==> src/rtl/otter_pkg.sv <==
// Shared encodings for the OTTER multicycle PC sequencer: opcodes, MRET word,
// sequencer states and next-PC source selects.
package otter_pkg;

  localparam logic [6:0] OpcLui    = 7'b0110111;
  localparam logic [6:0] OpcAuipc  = 7'b0010111;
  localparam logic [6:0] OpcJal    = 7'b1101111;
  localparam logic [6:0] OpcJalr   = 7'b1100111;
  localparam logic [6:0] OpcBranch = 7'b1100011;
  localparam logic [6:0] OpcLoad   = 7'b0000011;
  localparam logic [6:0] OpcStore  = 7'b0100011;
  localparam logic [6:0] OpcOpImm  = 7'b0010011;
  localparam logic [6:0] OpcOp     = 7'b0110011;
  localparam logic [6:0] OpcSystem = 7'b1110011;

  localparam logic [31:0] MretInstr = 32'h30200073;

  typedef enum logic [2:0] {
    StInit  = 3'd0,
    StFetch = 3'd1,
    StExec  = 3'd2,
    StWb    = 3'd3,
    StIntr  = 3'd4
  } seq_state_t;

  typedef enum logic [2:0] {
    PcSelPlus4  = 3'd0,
    PcSelJal    = 3'd1,
    PcSelJalr   = 3'd2,
    PcSelBranch = 3'd3,
    PcSelMtvec  = 3'd4,
    PcSelMepc   = 3'd5
  } pc_sel_t;

endpackage

==> src/rtl/otter_pc_sequencer_branch_cond_gen.sv <==
// Branch-taken decode from funct3 and the rs1/rs2 comparator results.
module branch_cond_gen (
  input  logic [2:0] funct3_i,
  input  logic       br_eq_i,
  input  logic       br_lt_i,
  input  logic       br_ltu_i,
  output logic       taken_o
);

  always_comb begin
    taken_o = 1'b0;
    case (funct3_i)
      3'b000:  taken_o = br_eq_i;
      3'b001:  taken_o = ~br_eq_i;
      3'b100:  taken_o = br_lt_i;
      3'b101:  taken_o = ~br_lt_i;
      3'b110:  taken_o = br_ltu_i;
      3'b111:  taken_o = ~br_ltu_i;
      default: taken_o = 1'b0;
    endcase
  end

endmodule

==> src/rtl/otter_pc_sequencer.sv <==
// Multicycle OTTER control: walks each instruction through FETCH/EXEC/(WB)/(INTR)
// and drives the PC register's load value, load enable and clear.
module otter_pc_sequencer
  import otter_pkg::*;
(
  input  logic        CLK,
  input  logic        RST_N,
  input  logic [31:0] IR,
  input  logic [31:0] PC,
  input  logic [31:0] JAL_TGT,
  input  logic [31:0] JALR_TGT,
  input  logic [31:0] BRANCH_TGT,
  input  logic [31:0] MTVEC,
  input  logic [31:0] MEPC,
  input  logic        BR_EQ,
  input  logic        BR_LT,
  input  logic        BR_LTU,
  input  logic        INTR,
  input  logic        CSR_MIE,
  output logic [31:0] PC_Din,
  output logic        PC_WRITE,
  output logic        PC_RST,
  output logic        MEM_RDEN1,
  output logic        MEM_RDEN2,
  output logic        MEM_WE2,
  output logic        REG_WE,
  output logic        INT_TAKEN,
  output logic        MRET_EXEC,
  output logic [2:0]  STATE
);

  seq_state_t  state_q, state_d;
  pc_sel_t     pc_sel;
  logic [6:0]  opcode;
  logic [2:0]  funct3;
  logic        br_taken;
  logic        intr_req;
  logic [31:0] pc_plus4;
  logic [31:0] pc_mux;

  logic pc_write, mem_rden1, mem_rden2, mem_we2, reg_we, int_taken, mret_exec;

  assign opcode   = IR[6:0];
  assign funct3   = IR[14:12];
  assign intr_req = INTR & CSR_MIE;
  assign pc_plus4 = PC + 32'd4;

  branch_cond_gen u_branch_cond_gen (
    .funct3_i (funct3),
    .br_eq_i  (BR_EQ),
    .br_lt_i  (BR_LT),
    .br_ltu_i (BR_LTU),
    .taken_o  (br_taken)
  );

  always_ff @(posedge CLK) begin
    if (!RST_N) begin
      state_q <= StInit;
    end else begin
      state_q <= state_d;
    end
  end

  always_comb begin
    state_d   = state_q;
    pc_sel    = PcSelPlus4;
    pc_write  = 1'b0;
    mem_rden1 = 1'b0;
    mem_rden2 = 1'b0;
    mem_we2   = 1'b0;
    reg_we    = 1'b0;
    int_taken = 1'b0;
    mret_exec = 1'b0;
    case (state_q)
      StInit: state_d = StFetch;
      StFetch: begin
        mem_rden1 = 1'b1;
        state_d   = StExec;
      end
      StExec: begin
        if (opcode == OpcLoad) begin
          mem_rden2 = 1'b1;
          state_d   = StWb;
        end else begin
          pc_write = 1'b1;
          state_d  = intr_req ? StIntr : StFetch;
          case (opcode)
            OpcLui, OpcAuipc, OpcOp, OpcOpImm: reg_we = 1'b1;
            OpcJal: begin
              reg_we = 1'b1;
              pc_sel = PcSelJal;
            end
            OpcJalr: begin
              reg_we = 1'b1;
              pc_sel = PcSelJalr;
            end
            OpcStore: mem_we2 = 1'b1;
            OpcBranch: begin
              if (br_taken) pc_sel = PcSelBranch;
            end
            OpcSystem: begin
              reg_we = (funct3 != 3'b000);
              if (IR == MretInstr) begin
                mret_exec = 1'b1;
                pc_sel    = PcSelMepc;
              end
            end
            default: ;
          endcase
        end
      end
      StWb: begin
        reg_we   = 1'b1;
        pc_write = 1'b1;
        state_d  = intr_req ? StIntr : StFetch;
      end
      StIntr: begin
        pc_write  = 1'b1;
        int_taken = 1'b1;
        pc_sel    = PcSelMtvec;
        state_d   = StFetch;
      end
      default: state_d = StInit;
    endcase
  end

  always_comb begin
    pc_mux = pc_plus4;
    case (pc_sel)
      PcSelJal:    pc_mux = JAL_TGT;
      PcSelJalr:   pc_mux = JALR_TGT;
      PcSelBranch: pc_mux = BRANCH_TGT;
      PcSelMtvec:  pc_mux = MTVEC;
      PcSelMepc:   pc_mux = MEPC;
      default:     pc_mux = pc_plus4;
    endcase
  end

  // Reset overrides every enable so an aborted instruction commits nothing.
  assign PC_RST    = ~RST_N;
  assign PC_WRITE  = RST_N & pc_write;
  assign MEM_RDEN1 = RST_N & mem_rden1;
  assign MEM_RDEN2 = RST_N & mem_rden2;
  assign MEM_WE2   = RST_N & mem_we2;
  assign REG_WE    = RST_N & reg_we;
  assign INT_TAKEN = RST_N & int_taken;
  assign MRET_EXEC = RST_N & mret_exec;
  assign PC_Din    = !RST_N ? 32'd0 : (pc_write ? pc_mux : pc_plus4);
  assign STATE     = state_q;

endmodule
==> config.mk <==
export PLATFORM = sky130hd
export DESIGN_NAME = otter_pc_sequencer
export DESIGN_NICKNAME = d
export VERILOG_FILES = /design/src/rtl/otter_pkg.sv /design/src/rtl/otter_pc_sequencer_branch_cond_gen.sv /design/src/rtl/otter_pc_sequencer.sv
export SDC_FILE = /design/constraint.sdc
export NUM_CORES = 1
export LEC_CHECK = 0
export BUFFER_PORTS_ARGS = -buffer_cell sky130_fd_sc_hd__buf_4
export CELL_PAD_IN_SITES_DETAIL_PLACEMENT = 0
export CELL_PAD_IN_SITES_GLOBAL_PLACEMENT = 1
export CORE_MARGIN = 3
export CORE_UTILIZATION = 24
export CTS_BUF_LIST = sky130_fd_sc_hd__clkbuf_8
export DETAILED_ROUTE_END_ITERATION = 10
export PLACE_DENSITY = 0.79
export SETUP_SLACK_MARGIN = 0.4
export SKIP_CTS_REPAIR_TIMING = 1
export SYNTH_ARGS = -nofsm -noshare
export SYNTH_HDL_FRONTEND = slang
export SYNTH_SLANG_ARGS = --single-unit
==> constraint.sdc <==
create_clock -name CLK -period 4.5 [get_ports CLK]
set_input_delay 1.125 -clock CLK [delete_from_list [all_inputs] [get_ports CLK]]
set_output_delay 1.125 -clock CLK [all_outputs]
set_load 0.01 [all_outputs]
### Word level (Yosys, flattened, before mapping)

Index checks and enable logic that the tools add are counted.

* add/sub/neg operators: 1
* equality and inequality tests: 25
* mux-type cells: 28
* bitwise gates (word level): 12
* reduce and logical (&&, ||, !) cells: 6

Operators by type and width (number)
* $pmux 32 s5: 1
* $mux 32: 2
* $add 32x3->32 const B: 1
* $eq 32x30->1 const B: 1
* $eq 7x7->1 const B: 4
* $pmux 3 s4: 2
* $eq 3x3->1 const B: 7
* $eq 7x6->1 const B: 3
* $eq 7x5->1 const B: 2
* $mux 1: 13
* $eq 3x2->1 const B: 4
* $mux 3: 4
* $eq 3x1->1 const B: 3
* $and 1x1->1: 8
* $eq 7x2->1 const B: 1
* $logic_not 3->1: 2
* $pmux 1 s2: 3
* $pmux 1 s6: 1
* $pmux 3 s2: 1
* $reduce_or 6->1: 1
* $not 1->1: 4
* $reduce_or 2->1: 2
* $reduce_bool 3->1: 1
* $mux 2: 1

* flip-flop bits (word level): 3
* input port bits: 231
* logic and storage cells: 73

### Depth between registers and ports, before layout

Gate-level depths: netlist of the first run.

* word-level depth: 10
* depth in mapped cells: 8
* mapped depth without buffers: 6

### Cells and area by module

A second synthesis of the first run with hierarchy kept.

* cell total of the unflattened synthesis: 386
* area, all modules: 2603.7 um^2

By module, submodules not included
* otter_pc_sequencer: instances 1, cells each 381, area an instance 2563.7 um^2, sequential area each 60.1 um^2
* branch_cond_gen: instances 1, cells each 5, area an instance 40.0 um^2, sequential area each 0.0 um^2

### Worst setup path before layout of the first run

No wires, ideal clock.

* path kind: input to output
* from: in IR[17]
* to: out PC_Din[5]
* data arrival time: 2.901 ns
* setup slack: 0.474 ns
* cell stages on the path: 7
* buffers on the path: 1
* cell sequence: nor4_1 nand4_1 or4_1 o211a_1 buf_2 a31o_2 a31oi_1

* longest elaborated chain between the ends: 9
* elaborated cells on any way between the ends: 13
* those cells by class: eq/ne: 6; mux: 7

RTL lines
* from (decl): line otter_pc_sequencer.sv:8 `input logic [31:0] IR,`
* $eq 32x30->1 (*): line otter_pc_sequencer.sv:103 `if (IR == MretInstr) begin`
* $mux 3 (*): line otter_pc_sequencer.sv:103
* $pmux 3 s4 (*): line otter_pc_sequencer.sv:87 `case (opcode)`
* $mux 3 (*): line otter_pc_sequencer.sv:81 `if (opcode == OpcLoad) begin`
* $pmux 3 s2 (*): line otter_pc_sequencer.sv:74 `case (state_q)`
* $eq 3x3->1, or another cell as far along: line otter_pc_sequencer.sv:129 `case (pc_sel)`
* $pmux 32 s5 (*): line otter_pc_sequencer.sv:129
* $mux 32 (*) (2 in a row): line otter_pc_sequencer.sv:148 `assign PC_Din = !RST_N ? 32'd0 : (pc_write ? pc_mux : pc_plus4);`
* to (decl): line otter_pc_sequencer.sv:20 `output logic [31:0] PC_Din,`

Mark *: on every way between the ends. The rest lies on a longest branch, timed or not.

### Worst setup path after layout of the first run

* from: in IR[2]
* to: out PC_Din[17]

* longest elaborated chain between the ends: 9
* elaborated cells on any way between the ends: 20
* those cells by class: eq/ne: 11; mux: 9

RTL lines (line)
* $eq 32x30->1: otter_pc_sequencer.sv:103
* $mux 3: otter_pc_sequencer.sv:103
* $pmux 3 s4: otter_pc_sequencer.sv:87
* $mux 3: otter_pc_sequencer.sv:81
* $pmux 3 s2: otter_pc_sequencer.sv:74
* $eq 3x3->1, or another cell as far along: otter_pc_sequencer.sv:129
* $pmux 32 s5: otter_pc_sequencer.sv:129
* $mux 32 (*) (2 in a row): otter_pc_sequencer.sv:148

Marked as above.

==> results.json, run 1 <==
{
  "run_status": "completed",
  "crit_slowest_cell": "or4_4",
  "whs_ns": 0.653,
  "yosys_warnings": 0,
  "synthTopCellsByArea": "a31oi_1, a22o_1, o31ai_1",
  "synth_top_area_share_pct": 9.32,
  "cp.buffers_inverters": 3,
  "ir_drop_mv": 0.0624,
  "cts.sinks": 3,
  "synth_top_family_by_area": "compound AO/OA/AOI/OAI gates",
  "syn_area_um2": 3020,
  "use_met3_pct": 4.78,
  "final_antenna_net_count": 0,
  "grt_util_met2_pct": 44.3,
  "start_util_pct": 24.8,
  "setup_tns_ns": 0,
  "synth_flop_cell": "dfxtp_1",
  "first_iter_violations": 465,
  "grt_pass1_vias": 4965,
  "relSlewSlack_pct": 14.1,
  "crit_arrival_ns": 3.17,
  "path_cells": "buf_8 -> and4bb_2 -> nand4_1 -> or4_4 -> o211a_4 -> clkbuf_16 -> a31oi_4 -> a31oi_2 -> buf_4",
  "finalSetupViolCount": 0,
  "drv_cap": 0,
  "synth.distinct_cells": 49,
  "cp_max_fo": 6,
  "cts-root-buf": "clkbuf_8",
  "crit_type": "input port to primary output",
  "netlist_instances": 472,
  "critPathCaptureType": "primary output",
  "grt_max_degree": 41,
  "vias": 5263,
  "busiest_layer": "met2",
  "post_drt_wl_per_cell_um": 22.1,
  "pwr_density_cell_nw_per_um2": 75.0,
  "cts_tree": "done",
  "synth_nets": 704,
  "synth_area_leader_cell": "a31oi_1",
  "core_area_um2": 12200,
  "synth_adder_area_share_pct": 0.414,
  "cts.path.max_buffers": 2,
  "rows": 40,
  "grt-ovfl-total": 0,
  "syn_to_final_growth_pct": 106,
  "firstDrtPassIters": 5,
  "multi_input_area_um2": 3180,
  "nets": 971,
  "path_clk_slew_ns": 0.03,
  "totalPowerFinal_mw": 0.466,
  "async_reset_ff_share_pct": 0,
  "die_x_um": 118,
  "diodes": 0,
  "yosys.area_share.simple_pct": 33.7,
  "start_kind": "input port",
  "drive_gt1_share_pct": 51.6,
  "antenna_found_initial": 1,
  "slew_violations": 0,
  "regArea_um2": 60.1,
  "grt_setup_unrepaired": "true",
  "drc_errors": 0,
  "fmax_mhz": 233,
  "grt_usage_pct": 23.8,
  "crit_path_max_incr_delay_ns": 0.56,
  "largest_reg_flops": 3,
  "numPortBuffers": 273,
  "routed_via_density": 5.81,
  "ys_ff_latch": 3,
  "synth_area_per_cell_um2": 6.40,
  "met1_usage_pct": 28.3,
  "period_minus_slack_ns": 4.30,
  "cts-buffers-inserted": 3,
  "yosys-mux-area-fraction_pct": 0.331,
  "leakage_nw": 2.63,
  "worstPathRequired_ns": 3.38,
  "gp_congestion": 0.961,
  "worstMarginPinSlew_ns": 1.29,
  "die_h_um": 118,
  "ios": 274,
  "finalCritPeriodShare_pct": 95.5,
  "synth_edf_count": 0,
  "hold_path_class": "flip-flop to flip-flop",
  "synthXorXnorAreaFrac_pct": 8.12,
  "yosysSeqAreaShare_pct": 1.99,
  "final_hold_viol_count": 0,
  "synth_compound_gate_area_share_pct": 47.2,
  "grt_first_pass_wirelength_mm": 27.1,
  "fill_cells": 1186,
  "critPathTopFamily": "simple AND/OR/NAND/NOR gates",
  "clk_latency_ns": 0.22,
  "finalClockSkew_ns": 0.00113,
  "die_area_um2": 14000,
  "ctsHtreeMaxLevel": 1,
  "place_hpwl_mm": 14.6,
  "routed_wl_mm": 20.0
}
-- routing by layer --
layer | up-vias | part of all wire (%)
met5 | - | 0.065
met4 | 2 | 1.8
met3 | 20 | 9.0
met2 | 295 | 50
met1 | 2487 | 39
li1 | 2459 | -
-- final timing paths --
path,startpoint,end,slack [ns],cells after the start
min reg2reg,STATE[1],STATE[0],0.65,3
max reg2reg,STATE[1],STATE[2],3.17,3
max,IR[2],PC_Din[17],0.20,9
min,STATE[1],STATE[0],0.65,3
-- kinds of logic (layout without fill, tap and decap cells) --
| kind of cell | count (synthesis) | after routing |
|---|---|---|
| XOR/XNOR | 28 | 28 |
| AO/OA/AOI/OAI | 195 | 195 |
| flip-flops | 3 | 3 |
| buffers and inverters | 60 | 326 |
| multiplexers | 1 | 1 |
| AND/OR/NAND/NOR | 184 | 184 |
| adder cells (fa/ha/maj) | 1 | 1 |
-- worst reg2reg max path: cells and delay by family, from the launching register on --
family	cells	cell delay, ns
and+or+nand+nor	3	0.83
DFF	1	0.39
-- per-stage QoR --
step / setup slack, ns / std cells / cell area, um2 / utilization (%)
floorplan: 0.474 / 472 / 3020 / -
global placement: 0.0533 / 886 / 5350 / 44.0
detailed placement: 0.00681 / 886 / 5350 / 44.0
CTS: 0.000136 / 890 / 5400 / 44.4
global route: 0.132 / 906 / 6210 / 51.1
finish: 0.202 / 906 / 6210 / 51.1
-- cells in the final DEF, fill, tap and decap left out, types with 3 or more instances in the layout --
cell,count
buf_6,15
a31oi_2,8
or3_1,3
nor3_1,19
nand4_1,33
inv_1,4
o31ai_1,26
o31a_1,12
nor2_1,12
a31oi_4,11
a31oi_1,26
clkbuf_16,8
o21ai_0,10
nor4_4,4
nand3_1,46
clkbuf_8,3
o31ai_2,7
xor2_1,12
and4_1,7
buf_12,8
nand2_1,25
a21oi_1,20
buf_4,286
and3_1,6
a31o_1,3
nor4_1,7
a22o_1,29
dfxtp_1,3
a211o_1,21
xnor2_1,16
o21ai_1,3
-- power by group --
part | internal, mW | switching (mW) | total, mW
registers | 0.0287 | 0.00271 | 0.0314
logic | 0.213 | 0.144 | 0.357
clock network | 0.0583 | 0.0201 | 0.0784
-- cells in the mapped netlist, drive strengths merged, types with 5 or more instances --
master and n:
o21ai 14, clkbuf 40, nor3 21, o31a 12
xor2 12, nor2 12, and4 8, a22o 31
nor4 13, nand3 48, buf 17, nand2 25
xnor2 16, nand4 33, and3 6, a31oi 45
a31o 5, a211o 21, a21oi 23, o31ai 35
-- cell type report --
type	count	area share, %
inverters	3	0.181
flip-flops and latches	3	0.967
repair buffers	319	43.6
well taps	168	3.38
clock inverters	1	0.0604
multi-input cells	409	51.2
clock buffers	3	0.665
No activity file was read; power rests on OpenSTA's default activity.
==> run 2, diff against run 1 <==
Settings changed: BUFFER_PORTS_ARGS -buffer_cell sky130_fd_sc_hd__buf_4 to not set, CORE_AREA set to 3 3 106 108, CORE_MARGIN 3 to not set, CORE_UTILIZATION 24 to not set, DIE_AREA set to 0 0 109 111, DONT_BUFFER_PORTS set to 1, PLACE_DENSITY 0.79 to 0.57.
==> results.json, run 2 (same netlist as run 1, synthesis figures left out) <==
{
  "diodes": 0,
  "placedCellCount": 612,
  "final_cell_area_um2": 4050,
  "antenna_found_initial": 1,
  "path_clk_slew_ns": 0.03,
  "cp.buffers_inverters": 4,
  "p_clk_share_pct": 29.9,
  "fin_util_pct": 39.2,
  "cts-root-buf": "clkbuf_8",
  "grt_util_met2_pct": 45.8,
  "run_status": "completed",
  "die_x_um": 109,
  "gp_congestion": 0.913,
  "switching_share_pct": 38.8,
  "place_hpwl_mm": 13.4,
  "die_area_um2": 12100,
  "grt_pass1_vias": 4103,
  "final_hold_viol_count": 0,
  "crit_slowest_cell": "a31oi_1",
  "vias": 4352,
  "worstPathRequired_ns": 3.38,
  "internal_power_mw": 0.161,
  "critPathCaptureType": "primary output",
  "routed_wl_mm": 17.8,
  "busiest_layer": "met2",
  "syn_to_final_growth_pct": 34.0,
  "relSlewSlack_pct": 13.6,
  "layout_commonest_cell": "buf_4",
  "clk_latency_ns": 0.22,
  "setup_tns_ns": 0,
  "worstMarginPinSlew_ns": 1.29,
  "seqPwrFrac_pct": 12.4,
  "place_area_um2": 3460,
  "pwr_density_cell_nw_per_um2": 64.9,
  "critPathTopFamily": "compound AO/OA/AOI/OAI gates",
  "fmax_mhz": 234,
  "grt_max_degree": 49,
  "grt-ovfl-total": 0,
  "drive_gt1_share_pct": 24.6,
  "drv_cap": 0,
  "cts.sinks": 3,
  "drc_errors": 0,
  "slew_violations": 0,
  "hold_path_class": "flip-flop to flip-flop",
  "grt_usage_pct": 25.4,
  "first_iter_violations": 550,
  "met1_usage_pct": 29.7,
  "ios": 274,
  "period_minus_slack_ns": 4.28,
  "rows": 37,
  "ctsHtreeMaxLevel": 1,
  "core_area_um2": 10300,
  "start_util_pct": 29.3,
  "die_h_um": 111,
  "path_cells": "mux2i_4 -> a31o_2 -> buf_4 -> o21ai_4 -> buf_12 -> o211a_4 -> buf_12 -> a31oi_2 -> a31oi_1 -> buf_4",
  "cts-buffers-inserted": 3,
  "routed_via_density": 6.89,
  "crit_arrival_ns": 3.15,
  "use_met3_pct": 4.54,
  "largest_reg_flops": 3,
  "cp_max_fo": 22,
  "crit_type": "input port to primary output",
  "finalCritPeriodShare_pct": 95.1,
  "final_cell_count_no_fill": 632,
  "comb_power_share_pct": 57.8,
  "final_antenna_net_count": 0,
  "switchingPower_mw": 0.102,
  "cts_tree": "done",
  "finalClockSkew_ns": 0.00223,
  "leakage_nw": 1.40,
  "firstDrtPassIters": 5,
  "finalSetupViolCount": 0,
  "ir_drop_mv": 0.0696,
  "grt_first_pass_wirelength_mm": 23.8,
  "nets": 729,
  "post_drt_wl_per_cell_um": 28.2,
  "cts.path.max_buffers": 2,
  "fill_cells": 1115,
  "totalPowerFinal_mw": 0.263,
  "crit_path_max_incr_delay_ns": 0.34,
  "final_cell_mix": "buf_4, nand3_1, a31oi_1",
  "numPortBuffers": 0,
  "start_kind": "input port",
  "grt_setup_unrepaired": "true"
}
run 2: changes by cell type in the layout (fill, tap and decap cells not counted), sizes merged:
cell,before,now
clkbuf,11,7
buf,311,73
run 2: routing by layer:
metal  wire length, um  up-vias
li1                  -     1974
met1              6720     2052
met2              8930      292
met3              1600       32
met4               553        2
met5                 7        -
run 2: final timing paths:
path	from	endpoint	slack (ns)	cells past startpoint
worst max-delay path	IR[13]	PC_Din[11]	0.22	10
worst min-delay path	STATE[1]	STATE[0]	0.70	3
worst max register to register	STATE[0]	STATE[1]	2.98	3
worst min register to register	STATE[1]	STATE[0]	0.70	3
run 2: per-stage QoR:
stage	setup slack, ns	hold WS (ns)
after floorplan	0.474	0.610
after global placement	-0.170	0.664
after detailed placement	-0.264	0.667
after CTS	-0.280	0.672
after global routing	0.198	0.737
final	0.223	0.697
run 2: power groups by stage:
| stage | logic (mW) | registers, mW | clock network, mW |
|---|---|---|---|
| detailed placement | 0.141 | 0.0327 | 0 |
| CTS | 0.142 | 0.0324 | 0.0775 |
| floorplan | 0.0924 | 0.0319 | 0 |
| global placement | 0.140 | 0.0327 | 0 |
| global route | 0.164 | 0.0328 | 0.0832 |
| finish | 0.152 | 0.0325 | 0.0784 |
run 2: layout make-up:
cell class              instances  area [um2]  area share (%)
repair buffers                 77         767            18.9
clock inverters                 1        3.75          0.0927
flip-flops and latches          3        60.1            1.48
well taps                     136         170            4.20
inverters                       3        11.3           0.278
clock buffers                   3        41.3            1.02
multi-input cells             409        3000            74.0
run 2: worst register-to-register path, cell delays in order (launching register included):
cell	delay, ns
dfxtp_1	0.47
inv_1	0.15
nor4_1	0.61
or2_2	0.22
==> run 3, diff against run 2 <==
Settings changed: SETUP_SLACK_MARGIN 0.4 to not set.
==> results.json, run 3 (same netlist as run 1, synthesis figures left out) <==
{
  "run_status": "completed",
  "vias": 4244,
  "drive_gt1_share_pct": 17.6,
  "antenna_found_initial": 1,
  "path_clk_slew_ns": 0.03,
  "post-place-ws_ns": -0.264,
  "die_h_um": 111,
  "switchingPower_mw": 0.100,
  "final_cell_mix": "buf_4, nand3_1, a31oi_1",
  "crit_slowest_cell": "or4_4",
  "grt_pass1_vias": 4103,
  "worstMarginPinSlew_ns": 1.07,
  "worst-r2r-cell-count": 3,
  "finalClockSkew_ns": 0.00168,
  "cts_tree": "done",
  "drc_errors": 0,
  "die_area_um2": 12100,
  "firstDrtPassIters": 5,
  "cts.path.max_buffers": 2,
  "placedCellCount": 612,
  "first_iter_violations": 611,
  "crit_type": "input port to primary output",
  "final_antenna_net_count": 0,
  "hp-start": "STATE[1]",
  "hold_path_class": "flip-flop to flip-flop",
  "internal_power_mw": 0.155,
  "p_clk_share_pct": 30.7,
  "ctsHtreeMaxLevel": 1,
  "leakage_nw": 1.25,
  "grt_first_pass_wirelength_mm": 23.8,
  "slew_violations": 0,
  "ir_drop_mv": 0.0683,
  "grt_max_degree": 49,
  "crit_arrival_ns": 3.31,
  "switching_share_pct": 39.2,
  "cp_max_fo": 17,
  "path_cells": "nor4_2 -> buf_4 -> nand3_1 -> or4_4 -> o211a_1 -> buf_6 -> a31oi_1 -> a31oi_1 -> buf_4",
  "clk_latency_ns": 0.22,
  "numPortBuffers": 0,
  "seqPwrFrac_pct": 12.8,
  "routed_wl_mm": 16.8,
  "cts-buffers-inserted": 3,
  "comb_power_share_pct": 56.6,
  "grt_setup_unrepaired": "false",
  "rows": 37,
  "finalCritPeriodShare_pct": 98.5,
  "r2r_end": "STATE[1]",
  "layout_commonest_cell": "buf_4",
  "final_hold_viol_count": 0,
  "start_util_pct": 29.3,
  "hold_depth": 3,
  "core_area_um2": 10300,
  "relSlewSlack_pct": 28.6,
  "fmax_mhz": 226,
  "gp_congestion": 0.913,
  "syn_to_final_growth_pct": 19.3,
  "multi_input_area_um2": 2800,
  "place_area_um2": 3460,
  "grt-ovfl-total": 0,
  "worstPathRequired_ns": 3.38,
  "final_cell_area_um2": 3600,
  "cts.sinks": 3,
  "regArea_um2": 60.1,
  "final_cell_count_no_fill": 618,
  "finalSetupViolCount": 0,
  "reg2reg_slack_ns": 2.97,
  "pwr_density_cell_nw_per_um2": 70.9,
  "cts-root-buf": "clkbuf_8",
  "fill_cells": 1164,
  "diodes": 0,
  "drv_cap": 0,
  "start_kind": "input port",
  "r2r-start": "STATE[0]",
  "critPathCaptureType": "primary output",
  "post_drt_wl_per_cell_um": 27.2,
  "die_x_um": 109,
  "whs_ns": 0.717,
  "period_minus_slack_ns": 4.43,
  "grt_usage_pct": 25.4,
  "hold_end": "STATE[0]",
  "ios": 274,
  "finalWorstSetupSlack_ns": 0.0668,
  "crit_path_max_incr_delay_ns": 0.53,
  "fin_util_pct": 34.9,
  "routed_via_density": 6.87,
  "nets": 715,
  "place_hpwl_mm": 13.4,
  "largest_reg_flops": 3
}
run 3: changes by cell type in the layout (fill, tap and decap cells not counted), moves of 3 or more:
cell | before | now
a21oi_1 | 15 | 23
a21oi_2 | 6 | 0
buf_12 | 8 | 2
a31oi_1 | 39 | 44
a31oi_2 | 6 | 1
o31ai_1 | 30 | 35
o31ai_2 | 5 | 0
clkbuf_16 | 4 | 0
nor4_4 | 5 | 1
buf_6 | 5 | 2
nor4_2 | 1 | 4
run 3: cell type report:
type	instances	area share [%]
Clock inverter	1	0.104
Timing Repair Buffer	63	14.2
Clock buffer	3	1.15
Multi-Input combinational cell	409	77.8
Tap cell	136	4.72
Inverter	3	0.312
Sequential cell	3	1.67
run 3: worst max-delay path: cells and delay by family:
kind / cells / cell delay, ns
buf+inv: 3 / 0.55
compound gates: 3 / 0.66
simple gates: 3 / 0.97
run 3: how the worst max path moves through the flow:
stage,cells past startpoint,slack (ns),from,end
finish,9,0.07,IR[25],PC_Din[11]
global route,8,0.004,IR[17],PC_Din[2]
CTS,8,-0.28,IR[13],PC_Din[12]
detailed placement,8,-0.26,IR[13],PC_Din[12]
global placement,8,-0.17,IR[13],PC_Din[2]
floorplan,7,0.47,IR[17],PC_Din[5]
run 3: per-layer routing:
layer / vias up / track usage [%] / part of all wire [%]
li1: 1948 / - / -
met1: 1991 / 29.7 / 37
met4: 2 / 8.16 / 3.6
met5: - / 0 / 0.042
met2: 267 / 45.8 / 50
met3: 36 / 4.54 / 9.5
run 3: per-stage QoR:
| step | power (mW) | setup TNS, ns |
|---|---|---|
| final | 0.256 | 0 |
| after global routing | 0.273 | 0 |
| after CTS | 0.252 | -4.75 |
| after detailed placement | 0.174 | -4.27 |
| after global placement | 0.173 | -2.24 |
| after floorplan | 0.124 | 0 |
run 3: power by group through the flow:
stage | clock network [mW] | logic [mW] | registers (mW)
floorplan | 0 | 0.0924 | 0.0319
global placement | 0 | 0.140 | 0.0327
detailed placement | 0 | 0.141 | 0.0327
CTS | 0.0775 | 0.142 | 0.0324
global route | 0.0832 | 0.157 | 0.0328
finish | 0.0784 | 0.145 | 0.0326
